`src/rtl/reloj_config_ctrl.sv`:
```
// Button-driven time/alarm configuration sequencer for the clock counter.
// Drives the counter load interface and alarm target, and gates ALARM into a silenceable buzzer.
//
// state  | meaning
// RUN    | normal run, edit fields track the live time
// SET_HH | editing time hours
// SET_MM | editing time minutes
// LOAD   | one-cycle load strobe to the counter
// ALM_HH | editing alarm hours
// ALM_MM | editing alarm minutes
module reloj_config_ctrl #(
  parameter int unsigned TIMEOUT_CYC = 1500,
  parameter int unsigned ALM_H_DEF   = 6,
  parameter int unsigned ALM_M_DEF   = 0
) (
  input  logic       clk,
  input  logic       rst_n,
  input  logic       mode_i,
  input  logic       up_i,
  input  logic       down_i,
  input  logic       ack_i,
  input  logic [5:0] horas_i,
  input  logic [5:0] minutos_i,
  input  logic       alarm_i,
  output logic [5:0] ihoras_o,
  output logic [5:0] iminutos_o,
  output logic       set_hora_o,
  output logic [5:0] thoras_o,
  output logic [5:0] tminutos_o,
  output logic [5:0] edit_h_o,
  output logic [5:0] edit_m_o,
  output logic [2:0] state_o,
  output logic       alm_en_o,
  output logic       buzzer_o
);

  typedef enum logic [2:0] {
    RUN    = 3'd0,
    SET_HH = 3'd1,
    SET_MM = 3'd2,
    LOAD   = 3'd3,
    ALM_HH = 3'd4,
    ALM_MM = 3'd5
  } state_t;

  localparam int unsigned TW = $clog2(TIMEOUT_CYC + 1);
  localparam logic [TW-1:0] TMR_LOAD = TW'(TIMEOUT_CYC - 1);

  state_t        state_q;
  logic [TW-1:0] tmr_q;
  logic [5:0]    ihoras_q, iminutos_q, thoras_q, tminutos_q, edit_h_q, edit_m_q;
  logic          set_hora_q, alm_en_q, silenced_q, buzzer_q;
  logic          hh_field;

  assign hh_field = (state_q == SET_HH) || (state_q == ALM_HH);

  function automatic logic [5:0] step_mod(input logic [5:0] v, input logic [5:0] top,
                                          input logic up);
    if (up) return (v == top) ? 6'd0 : v + 6'd1;
    else    return (v == 6'd0) ? top : v - 6'd1;
  endfunction

  always_ff @(posedge clk or negedge rst_n) begin
    if (!rst_n) begin
      state_q    <= RUN;
      tmr_q      <= '0;
      ihoras_q   <= 6'd0;
      iminutos_q <= 6'd0;
      set_hora_q <= 1'b0;
      thoras_q   <= 6'(ALM_H_DEF);
      tminutos_q <= 6'(ALM_M_DEF);
      edit_h_q   <= 6'd0;
      edit_m_q   <= 6'd0;
      alm_en_q   <= 1'b1;
      silenced_q <= 1'b0;
      buzzer_q   <= 1'b0;
    end else begin
      set_hora_q <= 1'b0;
      buzzer_q   <= alarm_i & alm_en_q & ~silenced_q;
      // Silence lasts only until the counter drops the alarm flag.
      if (!alarm_i)                silenced_q <= 1'b0;
      else if (ack_i && buzzer_q)  silenced_q <= 1'b1;
      if (ack_i && !buzzer_q)      alm_en_q   <= ~alm_en_q;

      case (state_q)
        RUN: begin
          edit_h_q <= horas_i;
          edit_m_q <= minutos_i;
          if (mode_i) begin
            state_q <= SET_HH;
            tmr_q   <= TMR_LOAD;
          end
        end
        LOAD: begin
          state_q  <= ALM_HH;
          edit_h_q <= thoras_q;
          edit_m_q <= tminutos_q;
          tmr_q    <= TMR_LOAD;
        end
        SET_HH, SET_MM, ALM_HH, ALM_MM: begin
          if (mode_i) begin
            tmr_q <= TMR_LOAD;
            case (state_q)
              SET_HH: state_q <= SET_MM;
              SET_MM: begin
                state_q    <= LOAD;
                ihoras_q   <= edit_h_q;
                iminutos_q <= edit_m_q;
                set_hora_q <= 1'b1;
              end
              ALM_HH: state_q <= ALM_MM;
              default: begin
                state_q    <= RUN;
                thoras_q   <= edit_h_q;
                tminutos_q <= edit_m_q;
              end
            endcase
          end else if (up_i || down_i) begin
            tmr_q <= TMR_LOAD;
            if (up_i ^ down_i) begin
              if (hh_field) edit_h_q <= step_mod(edit_h_q, 6'd23, up_i);
              else          edit_m_q <= step_mod(edit_m_q, 6'd59, up_i);
            end
          end else if (tmr_q == '0) begin
            state_q <= RUN;
          end else begin
            tmr_q <= tmr_q - TW'(1);
          end
        end
        default: state_q <= RUN;
      endcase
    end
  end

  assign ihoras_o   = ihoras_q;
  assign iminutos_o = iminutos_q;
  assign set_hora_o = set_hora_q;
  assign thoras_o   = thoras_q;
  assign tminutos_o = tminutos_q;
  assign edit_h_o   = edit_h_q;
  assign edit_m_o   = edit_m_q;
  assign state_o    = state_q;
  assign alm_en_o   = alm_en_q;
  assign buzzer_o   = buzzer_q;

endmodule
```
`config.mk`:
```
export PLATFORM = sky130hd
export DESIGN_NAME = reloj_config_ctrl
export DESIGN_NICKNAME = d
export VERILOG_FILES = /design/src/rtl/reloj_config_ctrl.sv
export SDC_FILE = /design/constraint.sdc
export NUM_CORES = 1
export LEC_CHECK = 0
export BUFFER_PORTS_ARGS = -buffer_cell sky130_fd_sc_hd__buf_2
export CAP_MARGIN = 25
export CORE_AREA = 4 4 84 86
export CTS_BUF_LIST = sky130_fd_sc_hd__clkbuf_8
export DETAILED_ROUTE_END_ITERATION = 8
export DIE_AREA = 0 0 88 90
export PLACE_DENSITY = 0.77
export SYNTH_ARGS = -nofsm -noshare
export SYNTH_HDL_FRONTEND = slang
export SYNTH_SLANG_ARGS = --single-unit
```
`constraint.sdc`:
```
create_clock -name clk -period 1.7 [get_ports clk]
set_input_delay 0.17 -clock clk [delete_from_list [all_inputs] [get_ports clk]]
set_output_delay 0.17 -clock clk [all_outputs]
set_load 0.01 [all_outputs]
```
**Yosys cells after proc, flatten, opt, wreduce, memory -nomap -nowiden**

Cells that the tools add are included.

- Reductions and logical operators: 18
- Muxes and demuxes: 32
- Bitwise operators: 6
- $add $sub $neg: 5
- Equal/unequal tests: 17

Operator list:

| operator | count |
|---|---|
| $mux 6 | 14 |
| $mux 11 | 4 |
| $pmux 6 s3 | 2 |
| $pmux 11 s3 | 1 |
| $pmux 3 s3 | 2 |
| $add 6x1->6 const B | 2 |
| $logic_not 6->1 | 2 |
| $mux 3 | 4 |
| $ne 2x2->1 const B | 6 |
| $reduce_and 3->1 | 4 |
| $sub 6x1->6 const B | 2 |
| $logic_not 11->1 | 1 |
| $sub 11x1->11 const B | 1 |
| $reduce_and 5->1 | 2 |
| $eq 3x2->1 const B | 2 |
| $eq 3x3->1 const B | 2 |
| $eq 6x5->1 const B | 1 |
| $eq 6x6->1 const B | 1 |
| $ne 3x3->1 const B | 2 |
| $mux 1 | 5 |
| $ne 4x4->1 const B | 1 |
| $reduce_or 4->1 | 1 |
| $eq 3x1->1 const B | 1 |
| $logic_not 3->1 | 1 |
| other kinds (9) | 14 |

- Bits in registers: 54
- Input bits: 19
- Logic and storage cells: 90
- Output and inout bits: 42

**Logic depth before layout (Yosys ltp)**

- Depth after elaboration: 8
- Mapped depth: 9
- Depth with buffers taken out: 7

**Worst setup path before layout**

Ideal clock, no wire load.

- Path type: input -> register
- Start: input port up_i
- End: register edit_m_q[3], in the netlist edit_m_o[3]
- Path slack: -0.250 ns
- Cell stages on the path: 9
- Setup time: 0.121 ns
- Arrival time: 1.828 ns
- Path buffers: 2
- Path through: buf_2 inv_1 ha_1 or3b_1 nor3_1 a211o_1 buf_2 o211ai_1 o22a_1

- Cells in the longest elaborated chain, start to end: 6
- Elaborated cells between the ends (all ways): 11
- Those cells by class: eq/ne (2); mux (6); bitwise (1); reduce/logical (2)

RTL lines:

| item | line | text |
|---|---|---|
| start: declaration | 19 | `input logic up_i,` |
| $mux 6 | 59 | `if (up) return (v == top) ? 6'd0 : v + 6'd1;` |
| $mux 6 | 121 | `if (hh_field) edit_h_q <= step_mod(edit_h_q, 6'd23, up_i);` |
| $mux 6 | 120 | `if (up_i ^ down_i) begin` |
| $mux 6 | 118 | `end else if (up_i \|\| down_i) begin` |
| $mux 6 | 101 | `if (mode_i) begin` |
| $pmux 6 s3 | 85 | `case (state_q)` |
| end signal: assignment | 88 | `edit_m_q <= minutos_i;` |
| end signal: assignment | 97 | `edit_m_q <= tminutos_q;` |
| end signal: assignment | 122 | `else edit_m_q <= step_mod(edit_m_q, 6'd59, up_i);` |
| end: declaration | 51 | `logic [5:0] ihoras_q, iminutos_q, thoras_q, tminutos_q, edit_h_q, edit_m_q;` |

Several ways; a longest one is shown, not always the timed one. The select of a mux whose other input is x is not followed.
A chain may end at the register's enable or synchronous reset.

**Worst setup path in the final report**

- Start: register state_q[2], in the netlist state_o[2]
- End: register tmr_q[9]

- Cells in the longest elaborated chain, start to end: 4
- Elaborated cells between the ends (all ways): 12
- Those cells by class: eq/ne (7); mux (1); reduce/logical (4)

RTL lines:

| item | line | text |
|---|---|---|
| start: declaration | 49 | `state_t state_q;` |
| start signal: assignment | 65 | `state_q <= RUN;` |
| start signal: assignment | 90 | `state_q <= SET_HH;` |
| start signal: assignment | 95 | `state_q <= ALM_HH;` |
| $eq 3x1->1 (tied with other cells) | 85 |  |
| $reduce_or 4->1 | 85 |  |
| $ne 4x4->1 (no line) / $reduce_bool 3->1 (equally long branches) | -- |  |
| $reduce_and 3->1 (no line) | -- |  |
| end signal: assignment | 127 | `tmr_q <= tmr_q - TW'(1);` |
| end: declaration | 50 | `logic [TW-1:0] tmr_q;` |

Several ways; a longest one is shown, not always the timed one.

==> results.py <==
metrics = {
    "status": {
        "status": "complete, but fails checks",
        "violations": "setup timing",
    },
    "routing": {
        "wl_per_cell_um": 18.3,
        "drt_first_iter_violations": 282,
        "firstDrtPassIters": 7,
        "vias_per_cell": 6.12,
        "drt_wl_total_um": 9680,
        "ant_nets": 0,
        "drc": 0,
        "via_count": 3230,
    },
    "finish": {
        "utilization": 0.709,
        "finalNetCount": 476,
        "drive_gt1_frac": 0.486,
        "num_antenna_cells": 0,
        "area_growth_pct": 39.6,
    },
    "critical_path": {
        "cp-end-kind": "flip-flop",
        "path_depth": 5,
        "required_ps": 1900,
        "cp_top_family": "simple AND/OR/NAND/NOR gates",
        "crit_slowest_cell": "dfrtp_2",
        "crit_fanout": 4,
        "worstPathCellList": "or3_4 -> nand4_1 -> nor3_2 -> o311ai_0 -> nand2_1",
        "r2r_cells": 5,
        "critical_path.max_stage_delay_ps": 460,
        "crit_buf_inv": 0,
        "startpoint_type": "flip-flop",
        "arrival_ps": 1970,
        "criticalPathCategory": "flip-flop to flip-flop",
    },
    "hold_path": {
        "hold_path_class": "input pin to flip-flop",
        "hold_depth": 3,
    },
    "synthesis": {
        "synthTopCellsByArea": "dfrtp_1 (40%), mux2_2 (6.4%), o21ai_0 (3.6%)",
        "yosys_warnings": 0,
        "yosysTopAreaCell": "dfrtp_1",
        "synth.most_common_cell": "dfrtp_1",
        "yosysTopAreaCellShare": 0.400,
        "yosysUniqueCellTypes": 66,
        "synth_nets": 367,
        "ys_ff_latch": 54,
        "syn-instance-count": 341,
        "synth_common_cells": "dfrtp_1 (51), nand2_1 (28), nor2_1 (28)",
        "syn_avg_cell_area_um2": 9.36,
        "synthArstFlopShare": 1.00,
        "synth.cell_area_mm2": 0.00319,
        "yosysSeqAreaShare": 0.425,
        "synth_enable_flop_cells": 0,
        "ys.flop_type": "dfrtp_1",
    },
    "power": {
        "internal-power_w": 0.00470,
        "p_leak_nw": 1.96,
        "swShare": 0.430,
        "powerDensity_mw_per_mm2": 1850,
        "peakVddDrop_mv": 1.10,
        "finalPower_w": 0.00824,
        "clkPwrFrac": 0.112,
        "power_frac_comb": 0.607,
        "seqPwrFrac": 0.282,
        "power_switching_w": 0.00354,
    },
    "clock_tree": {
        "cts_tree": "yes",
        "cts_root_buf": "clkbuf_8",
        "cts.sinks": 54,
        "clockBufferDepth": 2,
        "cts_made_buffers": 5,
        "cts_max_level": 2,
        "worstSkewPairLatency_ps": 320,
        "clk_pin_slew_ps": 100,
    },
    "timing": {
        "relSlewSlack": 0.714,
        "worstMarginPinSlew_ps": 425,
        "worst_slack_ps": -70.5,
        "max_freq_mhz": 565,
        "maxSlewViolCount": 0,
        "rsz0062_at_grt": "yes",
        "finalSetupViolations": 12,
        "fin_crit_sh": 1.04,
        "finalHoldViolations": 0,
        "finClkSkew_ps": 8.90,
        "period_minus_slack_ps": 1770,
        "timing.hold.ws_ps": 63.5,
    },
    "floorplanning": {
        "initial_utilization": 0.508,
        "die_h_um": 90,
        "die_x_um": 88,
        "num_rows": 29,
        "die_area_mm2": 0.00792,
        "pin_count": 61,
        "core_mm2": 0.00628,
    },
    "global_route": {
        "grt_max_degree": 39,
        "grt_pass1_vias": 3073,
        "grt-ovfl-total": 0,
        "grt_pass1_wl_um": 14800,
        "antenna_found_initial": 0,
        "track_usage": 0.230,
    },
    "placed_design": {
        "place_ws_ps": -229,
        "gp_congestion": 0.907,
        "port_buffers": 60,
        "post-dp-hpwl_um": 6340,
    },
    "run": {
        "cap_violations": 0,
    },
}
## area by class of cell
cell class	instances	area, µm²
Clock inverter	3	47.5
Tap cell	77	96.3
Fill cell	432	1820
Inverter	12	52.6
Clock buffer	5	68.8
Sequential cell	54	1360
Multi-Input combinational cell	249	1960
Timing Repair Buffer	128	870
## logic make-up after synthesis
family,after synthesis,share of synthesized area
xor gates and xnor gates,8,0.0220
DFF,54,0.425
adders and majority gates,7,0.0274
buffers and inverters,38,0.0545
and+or+nand+nor,123,0.205
AOI/OAI and AO/OA,92,0.200
muxes,19,0.0667
## what timing repair did
| item | 4_1_cts | 5_1_grt |
|---|---|---|
| gates resized for setup | 19 | 49 |
| setup buffers | 9 | 3 |
| setup endpoints to repair | 15 | 23 |
| endpoints found under the hold margin | 16 | 0 |
| pin swaps | 7 | 16 |
| hold buffers | 1 | 0 |
## final timing paths
kind                            start           to  slack (ps)
min                           alarm_i     buzzer_o          60
max                        state_o[2]     tmr_q[9]         -70
max reg2reg                state_o[2]     tmr_q[9]         -70
min reg2reg                silenced_q     buzzer_o         440
min in group asynchronous       rst_n  thoras_o[5]         310
max in group asynchronous       rst_n     alm_en_o         770
## per-layer routing
metal / up-vias / track usage / routed length (µm)
li1: 1463 / - / -
met1: 1582 / 0.314 / 3990
met2: 164 / 0.374 / 4870
met3: 21 / 0.0402 / 724
met4: 0 / 0.0588 / 98
met5: - / 0 / 0
## stage by stage
step	TNS, ps	std cells	area (µm²)
after detailed placement	-3000	508	3950
after global routing	-968	528	4450
after floorplan	-73.2	341	3270
final	-313	528	4450
after CTS	-35.0	526	4220
after global placement	-1950	508	3950
## layout by cell type (no fill, tap or decap), types with 3 or more instances in the layout
master and n:
buf_2 60, buf_4 59, dfrtp_1 46, nand2_1 28
nor2_1 25, o21ai_0 19, mux2_2 18, a21oi_1 17
inv_1 10, nor3_1 9, xnor2_1 6, a221oi_2 6
nand2b_1 5, nor3_2 5, nand3_1 5, o21ai_1 5
ha_1 5, clkbuf_8 5, dfrtp_2 5, buf_6 5
nor2b_1 4, nand4_1 4, nor2_4 4, nor3b_2 4
a31oi_1 4, and3_1 3, or3_4 3, and2_4 3
nor4_1 3, or3_1 3, o31ai_2 3, a22oi_2 3
dfstp_2 3, buf_12 3
## tightest hold or removal path, cell delays in order
cell and delay (ps):
buf_2 100, nand2_1 50, nor2_1 30
## registers in the layout (all words and copies together), names as in the netlist
| name | count |
|---|---|
| ihoras_o | 6 |
| silenced_q | 1 |
| thoras_o | 6 |
| alm_en_o | 1 |
| state_o | 3 |
| iminutos_o | 6 |
| buzzer_o | 1 |
| tminutos_o | 6 |
| set_hora_o | 1 |
| tmr_q | 11 |
| edit_h_o | 6 |
| edit_m_o | 6 |
## power by group through the flow
stage / registers [W] / clock network [W] / logic, W
after CTS: 0.00228 / 0.000935 / 0.00458
after detailed placement: 0.00229 / 0 / 0.00428
final: 0.00232 / 0.000922 / 0.00500
after floorplan: 0.00245 / 0 / 0.00251
after global routing: 0.00238 / 0.000978 / 0.00540
after global placement: 0.00227 / 0 / 0.00417
No activity file was read; power rests on OpenSTA's default activity.
